File: config.mk
export PLATFORM = sky130hd
export DESIGN_NAME = mux_arb_n
export DESIGN_NICKNAME = d
export VERILOG_FILES = /design/src/rtl/mux_arb_n.sv
export SDC_FILE = /design/constraint.sdc
export NUM_CORES = 1
export LEC_CHECK = 0
export CAP_MARGIN = 20
export CORE_MARGIN = 2
export CORE_UTILIZATION = 42
export DETAILED_ROUTE_END_ITERATION = 10
export PLACE_DENSITY = 0.86
export SKIP_CTS_REPAIR_TIMING = 1
export SYNTH_ARGS = -nofsm -noshare
export SYNTH_HDL_FRONTEND = slang
export SYNTH_SLANG_ARGS = --single-unit
File: constraint.sdc
create_clock -name clk -period 5.5 [get_ports clk]
set_input_delay 1.1 -clock clk [delete_from_list [all_inputs] [get_ports clk]]
set_output_delay 1.1 -clock clk [all_outputs]
set_load 0.01 [all_outputs]
File: src/rtl/mux_arb_n.sv
// mux_arb_n: N-channel registered mux with built-in fixed-priority or round-robin arbitration
// and a valid/ready handshake. Optional macro MUXN_FORCE_EN adds force_en/force_sel override.
module mux_arb_n #(
   parameter int unsigned N     = 4,
   parameter int unsigned WIDTH = 8,
   parameter int unsigned MODE  = 1,
   parameter int unsigned SEL_W = (N > 1) ? $clog2(N) : 1
) (
   input  logic               clk,
   input  logic               rst_n,
   input  logic [N-1:0]       in_valid,
   input  logic [N*WIDTH-1:0] in_data,
   output logic [N-1:0]       in_ready,
   output logic               out_valid,
   output logic [WIDTH-1:0]   out_data,
   output logic [SEL_W-1:0]   out_sel,
`ifdef MUXN_FORCE_EN
   input  logic               force_en,
   input  logic [SEL_W-1:0]   force_sel,
`endif
   input  logic               out_ready
);

   logic               r_out_valid;
   logic [WIDTH-1:0]   r_out_data;
   logic [SEL_W-1:0]   r_out_sel;
   logic [SEL_W-1:0]   r_ptr;

   logic               w_load;
   logic               w_arb_found;
   logic [SEL_W-1:0]   w_arb_idx;
   logic               w_found;
   logic [SEL_W-1:0]   w_idx;
   logic [N-1:0]       w_grant;
   logic [WIDTH-1:0]   w_data;

   // The output register can take a new word when empty or being drained this cycle.
   assign w_load = !r_out_valid || out_ready;

   // Round-robin first looks above the pointer, then wraps to the lowest valid channel;
   // fixed priority only uses the second (lowest-index) pass.
   always_comb begin
      w_arb_found = 1'b0;
      w_arb_idx   = '0;
      if (MODE != 0) begin
         for (int i = 0; i < N; i++) begin
            if (!w_arb_found && in_valid[i] && (32'(i) > 32'(r_ptr))) begin
               w_arb_found = 1'b1;
               w_arb_idx   = SEL_W'(i);
            end
         end
      end
      for (int i = 0; i < N; i++) begin
         if (!w_arb_found && in_valid[i]) begin
            w_arb_found = 1'b1;
            w_arb_idx   = SEL_W'(i);
         end
      end
   end

`ifdef MUXN_FORCE_EN
   always_comb begin
      w_found = 1'b0;
      w_idx   = '0;
      if (force_en) begin
         for (int i = 0; i < N; i++) begin
            if ((32'(force_sel) == 32'(i)) && in_valid[i]) begin
               w_found = 1'b1;
               w_idx   = SEL_W'(i);
            end
         end
      end else begin
         w_found = w_arb_found;
         w_idx   = w_arb_idx;
      end
   end
`else
   assign w_found = w_arb_found;
   assign w_idx   = w_arb_idx;
`endif

   always_comb begin
      w_grant = '0;
      w_data  = '0;
      for (int i = 0; i < N; i++) begin
         if (w_found && (w_idx == SEL_W'(i))) begin
            w_grant[i] = 1'b1;
            w_data     = in_data[i*WIDTH +: WIDTH];
         end
      end
   end

   assign in_ready = w_grant & {N{w_load}};

   always_ff @(posedge clk or negedge rst_n) begin
      if (!rst_n) begin
         r_out_valid <= 1'b0;
         r_out_data  <= '0;
         r_out_sel   <= '0;
         r_ptr       <= SEL_W'(N - 1);
      end else if (w_load) begin
         r_out_valid <= w_found;
         if (w_found) begin
            r_out_data <= w_data;
            r_out_sel  <= w_idx;
            r_ptr      <= w_idx;
         end
      end
   end

   assign out_valid = r_out_valid;
   assign out_data  = r_out_data;
   assign out_sel   = r_out_sel;

endmodule

# After elaboration in Yosys (flattened, before gate mapping)
# Index checks and enable logic that the tools add are counted.
# word_totals
reg_bits	13
in_bits	39
output_inout_bits	15
elab_cells	56
# classes
order_cmp	3
n_eq_ne	3
n_mux	22
bitwise_logic	1
n_reduce_logical	23
# ops
cell	count
8-bit two-way mux	4
1-bit logical AND	13
1-bit two-way mux	12
2-bit two-way mux	6
1-bit logical NOT	7
4-bit bitwise AND	1
2-bit equality test, second input constant	2
2-bit > comparator, first input constant	2
2-bit by 1-bit equality test with 1-bit output, second input constant	1
1-bit by 2-bit > comparator with 1-bit output, first input constant	1
2-bit logical NOT	1
2-bit AND reduction	1
1-bit logical OR	1

# Logic depth before layout (Yosys ltp)
# logic_depth
ltp_word	29
depth_mapped	6

# Least setup slack after synthesis
# OpenSTA, ideal clock, no wires.
# synth_path
kind	input -> output
startpoint	input port in_valid[1]
endpoint	output port in_ready[3]
arrival_time_ns	2.193
required_time_ns	4.400
path_slack_ns	2.207
path_stages	4
n_path_buf	1
path_cell_list	or2_1 a311o_1 buf_2 nor3_1
# synth_via
elab_chain_len	26
elab_cells_between_ends	33
cone_classes	eq/ne: 1; mux: 15; bitwise: 1; reduce/logical: 16
# synth_lines
element	line_no	rtl
start: declaration	11	input logic [N-1:0] in_valid,
1-bit logical AND	47	if (!w_arb_found && in_valid[i] && (32'(i) > 32'(r_ptr))) begin
1-bit two-way mux	47	
1-bit logical NOT	47	
1-bit logical AND (2 in a row)	47	
1-bit two-way mux	47	
1-bit logical NOT	47	
1-bit logical AND (2 in a row)	47	
1-bit two-way mux	47	
[... 8 more ...]	n/a	
1-bit two-way mux	54	if (!w_arb_found && in_valid[i]) begin
1-bit logical NOT	54	
1-bit logical AND	54	
2-bit two-way mux	54	
2-bit equality test	86	if (w_found && (w_idx == SEL_W'(i))) begin
1-bit logical AND *	86	
1-bit two-way mux *	86	
4-bit bitwise AND *	93	assign in_ready = w_grant & {N{w_load}};
end: declaration	13	output logic [N-1:0] in_ready,
# Mark *: on every way between the ends. The rest lies on a longest branch, timed or not.

# Worst setup path in the final report
# Same ends and word-level chain as after synthesis.

==> impl_metrics.sql <==
INSERT INTO impl_metrics (metric_group, metric, value, unit) VALUES
('routing', 'antenna_left', '0', ''),
('critical_path', 'worst_path_dominant_cell_family', 'buffers and inverters', ''),
('yosys', 'synthesis.nets', '135', ''),
('routing', 'finalWirelength', '3.055', 'mm'),
('die', 'pin_count', '54', ''),
('yosys', 'seq_area_frac_synth', '0.3287', ''),
('clock_network', 'path_clk_slew', '80', 'ps'),
('layout', 'layoutNonFillerInstCount', '176', ''),
('grt', 'grt_overflow', '0', ''),
('grt', 'first_global_vias', '1049', ''),
('routing', 'routedWlPerCell', '17.36', 'µm'),
('timing', 'slew-limit-headroom', '0.4379', ''),
('timing', 'setup_viol_count_final', '0', ''),
('die', 'fp.dieArea', '2780', 'µm²'),
('yosys', 'synth-seq-cells', '13', ''),
('grt', 'grt_max_degree', '21', ''),
('critical_path', 'worst-endpoint-arrival', '3600', 'ps'),
('critical_path', 'cp_num_buf_inv', '3', ''),
('placed_design', 'detailed_place_hpwl', '2.280', 'mm'),
('yosys', 'syn-instance-count', '96', ''),
('placed_design', 'routabilityCongestion', '0.8403', ''),
('layout', 'finish.instance_area', '1562', 'µm²'),
('run_status', 'run_status', 'finished clean', ''),
('yosys', 'synth_enable_flop_cells', '0', ''),
('yosys', 'yosysWarnings', '0', ''),
('timing', 'fin_crit_sh', '0.8538', ''),
('layout', 'nFillCells', '173', ''),
('critical_path', 'highest_delay_cell_along_the_critical_path', 'sky130_fd_sc_hd__clkdlybuf4s50_1', ''),
('clock_network', 'cts_root_buf', 'sky130_fd_sc_hd__clkbuf_4', ''),
('critical_path', 'critical-path-max-stage-delay', '710', 'ps'),
('critical_path', 'crit_top_cell', 'sky130_fd_sc_hd__clkdlybuf4s50_1', ''),
('layout', 'final_core_utilization', '0.6992', ''),
('pwr', 'irDropWorstVdd', '0.1616', 'mV'),
('routing', 'vias', '1085', ''),
('placed_design', 'placed_cells_incl_taps', '172', ''),
('grt', 'grt_usage', '0.2418', ''),
('yosys', 'post-synth-top-area-fraction', '0.2760', ''),
('timing', 'fmax', '212.9', 'MHz'),
('critical_path', 'end_kind', 'primary output', ''),
('yosys', 'postSynth.asyncResetShare', '1.000', ''),
('placed_design', 'io_buffers', '53', ''),
('clock_network', 'cts_max_level', '1', ''),
('grt', 'antenna_found_initial', '0', ''),
('timing', 'worst-slew-pin-transition', '843.2', 'ps'),
('routing', 'vias_per_cell', '6.165', ''),
('critical_path', 'timing.critical_path.from_type', 'input port', ''),
('yosys', 'ys.flop_type', 'sky130_fd_sc_hd__dfrtp_1', ''),
('pwr', 'total_power', '0.0004452', 'W'),
('worst_hold_path', 'timing.hold.worst.class', 'flip-flop to flip-flop', ''),
('critical_path', 'worst-path-max-fanout', '14', ''),
('layout', 'diodes', '0', ''),
('timing', 'timing_hold_violations_final', '0', ''),
('pwr', 'power_density', '285.1', 'nW/µm²'),
('die', 'die_y', '52.73', 'µm'),
('clock_network', 'cts_max_path_buffers', '2', ''),
('yosys', 'synth.cell_area', '997.2', 'µm²'),
('yosys', 'avgSynthCellArea', '10.39', 'µm²'),
('yosys', 'synth_xor_area_frac', '0', ''),
('timing', 'timing_max_transition_violations_final', '0', ''),
('timing', 'clock_skew', '7.998', 'ps'),
('die', 'floorplan.initialDensity', '0.4465', ''),
('die', 'die_width', '52.73', 'µm'),
('placed_design', 'detailed_place.area', '1535', 'µm²'),
('yosys', 'biggest_area_contributors_in_the_synthesized_netlist', 'sky130_fd_sc_hd__dfrtp_1 (28%), sky130_fd_sc_hd__a211oi_2 (8.8%), sky130_fd_sc_hd__nor4_2 (8.8%)', ''),
('timing', 'totalNegativeSetupSlack', '0', 'ps'),
('routing', 'dr.first_iter.drc_count', '29', ''),
('clock_network', 'cts_buffers', '3', ''),
('yosys', 'yosys.area_share.simple', '0.2484', ''),
('layout', 'final_layout_size_suffix_gt1_frac', '0.1757', ''),
('grt', 'grt_first_pass_wirelength', '4.864', 'mm'),
('clock_network', 'numClockSinks', '13', '');
[report_power, final]
part	total (W)	switching, W	internal, W
logic	0.000229	0.000103	0.000126
clock network	0.0000610	0.0000329	0.0000281
registers	0.000155	0.0000299	0.000125
[layout by cell type (no fill, tap or decap)]
cell type / count
sky130_fd_sc_hd__a211oi_1: 1
sky130_fd_sc_hd__a211oi_2: 7
sky130_fd_sc_hd__a21o_1: 2
sky130_fd_sc_hd__a221oi_1: 8
sky130_fd_sc_hd__a221oi_4: 1
sky130_fd_sc_hd__a311o_1: 1
sky130_fd_sc_hd__a311oi_2: 1
sky130_fd_sc_hd__and3_1: 2
sky130_fd_sc_hd__buf_4: 4
sky130_fd_sc_hd__clkbuf_1: 1
sky130_fd_sc_hd__clkbuf_4: 3
sky130_fd_sc_hd__clkdlybuf4s50_1: 53
sky130_fd_sc_hd__dfrtp_1: 11
sky130_fd_sc_hd__dfstp_2: 2
sky130_fd_sc_hd__inv_2: 1
sky130_fd_sc_hd__mux2i_1: 2
sky130_fd_sc_hd__nand2_1: 2
sky130_fd_sc_hd__nand2b_1: 3
sky130_fd_sc_hd__nand3_1: 8
sky130_fd_sc_hd__nor2_1: 5
sky130_fd_sc_hd__nor2b_1: 3
sky130_fd_sc_hd__nor3_1: 1
sky130_fd_sc_hd__nor3b_1: 1
sky130_fd_sc_hd__nor4_1: 2
sky130_fd_sc_hd__nor4_2: 7
sky130_fd_sc_hd__o211ai_1: 1
sky130_fd_sc_hd__o21a_1: 3
sky130_fd_sc_hd__o221ai_1: 1
sky130_fd_sc_hd__o32ai_1: 8
sky130_fd_sc_hd__or2_1: 2
sky130_fd_sc_hd__or3_1: 1
[metrics by stage]
step                hold slack (ps)  setup slack, ps
floorplan                     518.1             2207
global route                  531.9            681.4
detailed placement            475.1            833.9
global placement              473.4            894.2
finish                        500.8            804.0
CTS                           506.0            815.0
[routing by layer]
layer  global-route usage  share of wire
met1               0.3262           0.42
met2               0.3792           0.49
met3              0.04286          0.084
met4              0.09829         0.0062
met5                    0              0
[sequential cells by signal, summed over array words and instances, names as in the netlist]
| name | count |
|---|---|
| out_valid | 1 |
| out_sel | 2 |
| out_data | 8 |
| r_ptr | 2 |
[cell families after synthesis]
family / Yosys count
compound gates: 34
buf+inv: 10
flops: 13
simple gates: 37
mux: 2
[worst paths after layout]
kind | start | slack (ps) | end | cells after the start
worst max-delay path | in_valid[1] | 800 | in_ready[3] | 6
worst max register to register | r_ptr[1] | 3380 | out_data[3] | 5
worst min-delay path | out_sel[0] | 500 | out_sel[0] | 1
worst min register to register | out_sel[0] | 500 | out_sel[0] | 1
min in group asynchronous | rst_n | 1210 | out_data[4] | 1
max in group asynchronous | rst_n | 3870 | out_valid | 1
[final cells by class]
cell class	instances	area (µm²)	share of cell area
clock buffer	4	26.28	0.01683
inverter	1	3.754	0.002404
multi-input combinational	73	608.1	0.3894
sequential	13	327.8	0.2099
tap	28	35.03	0.02244
timing repair buffer	57	560.5	0.3590
Note: power is estimated with default switching activity, not from simulation.
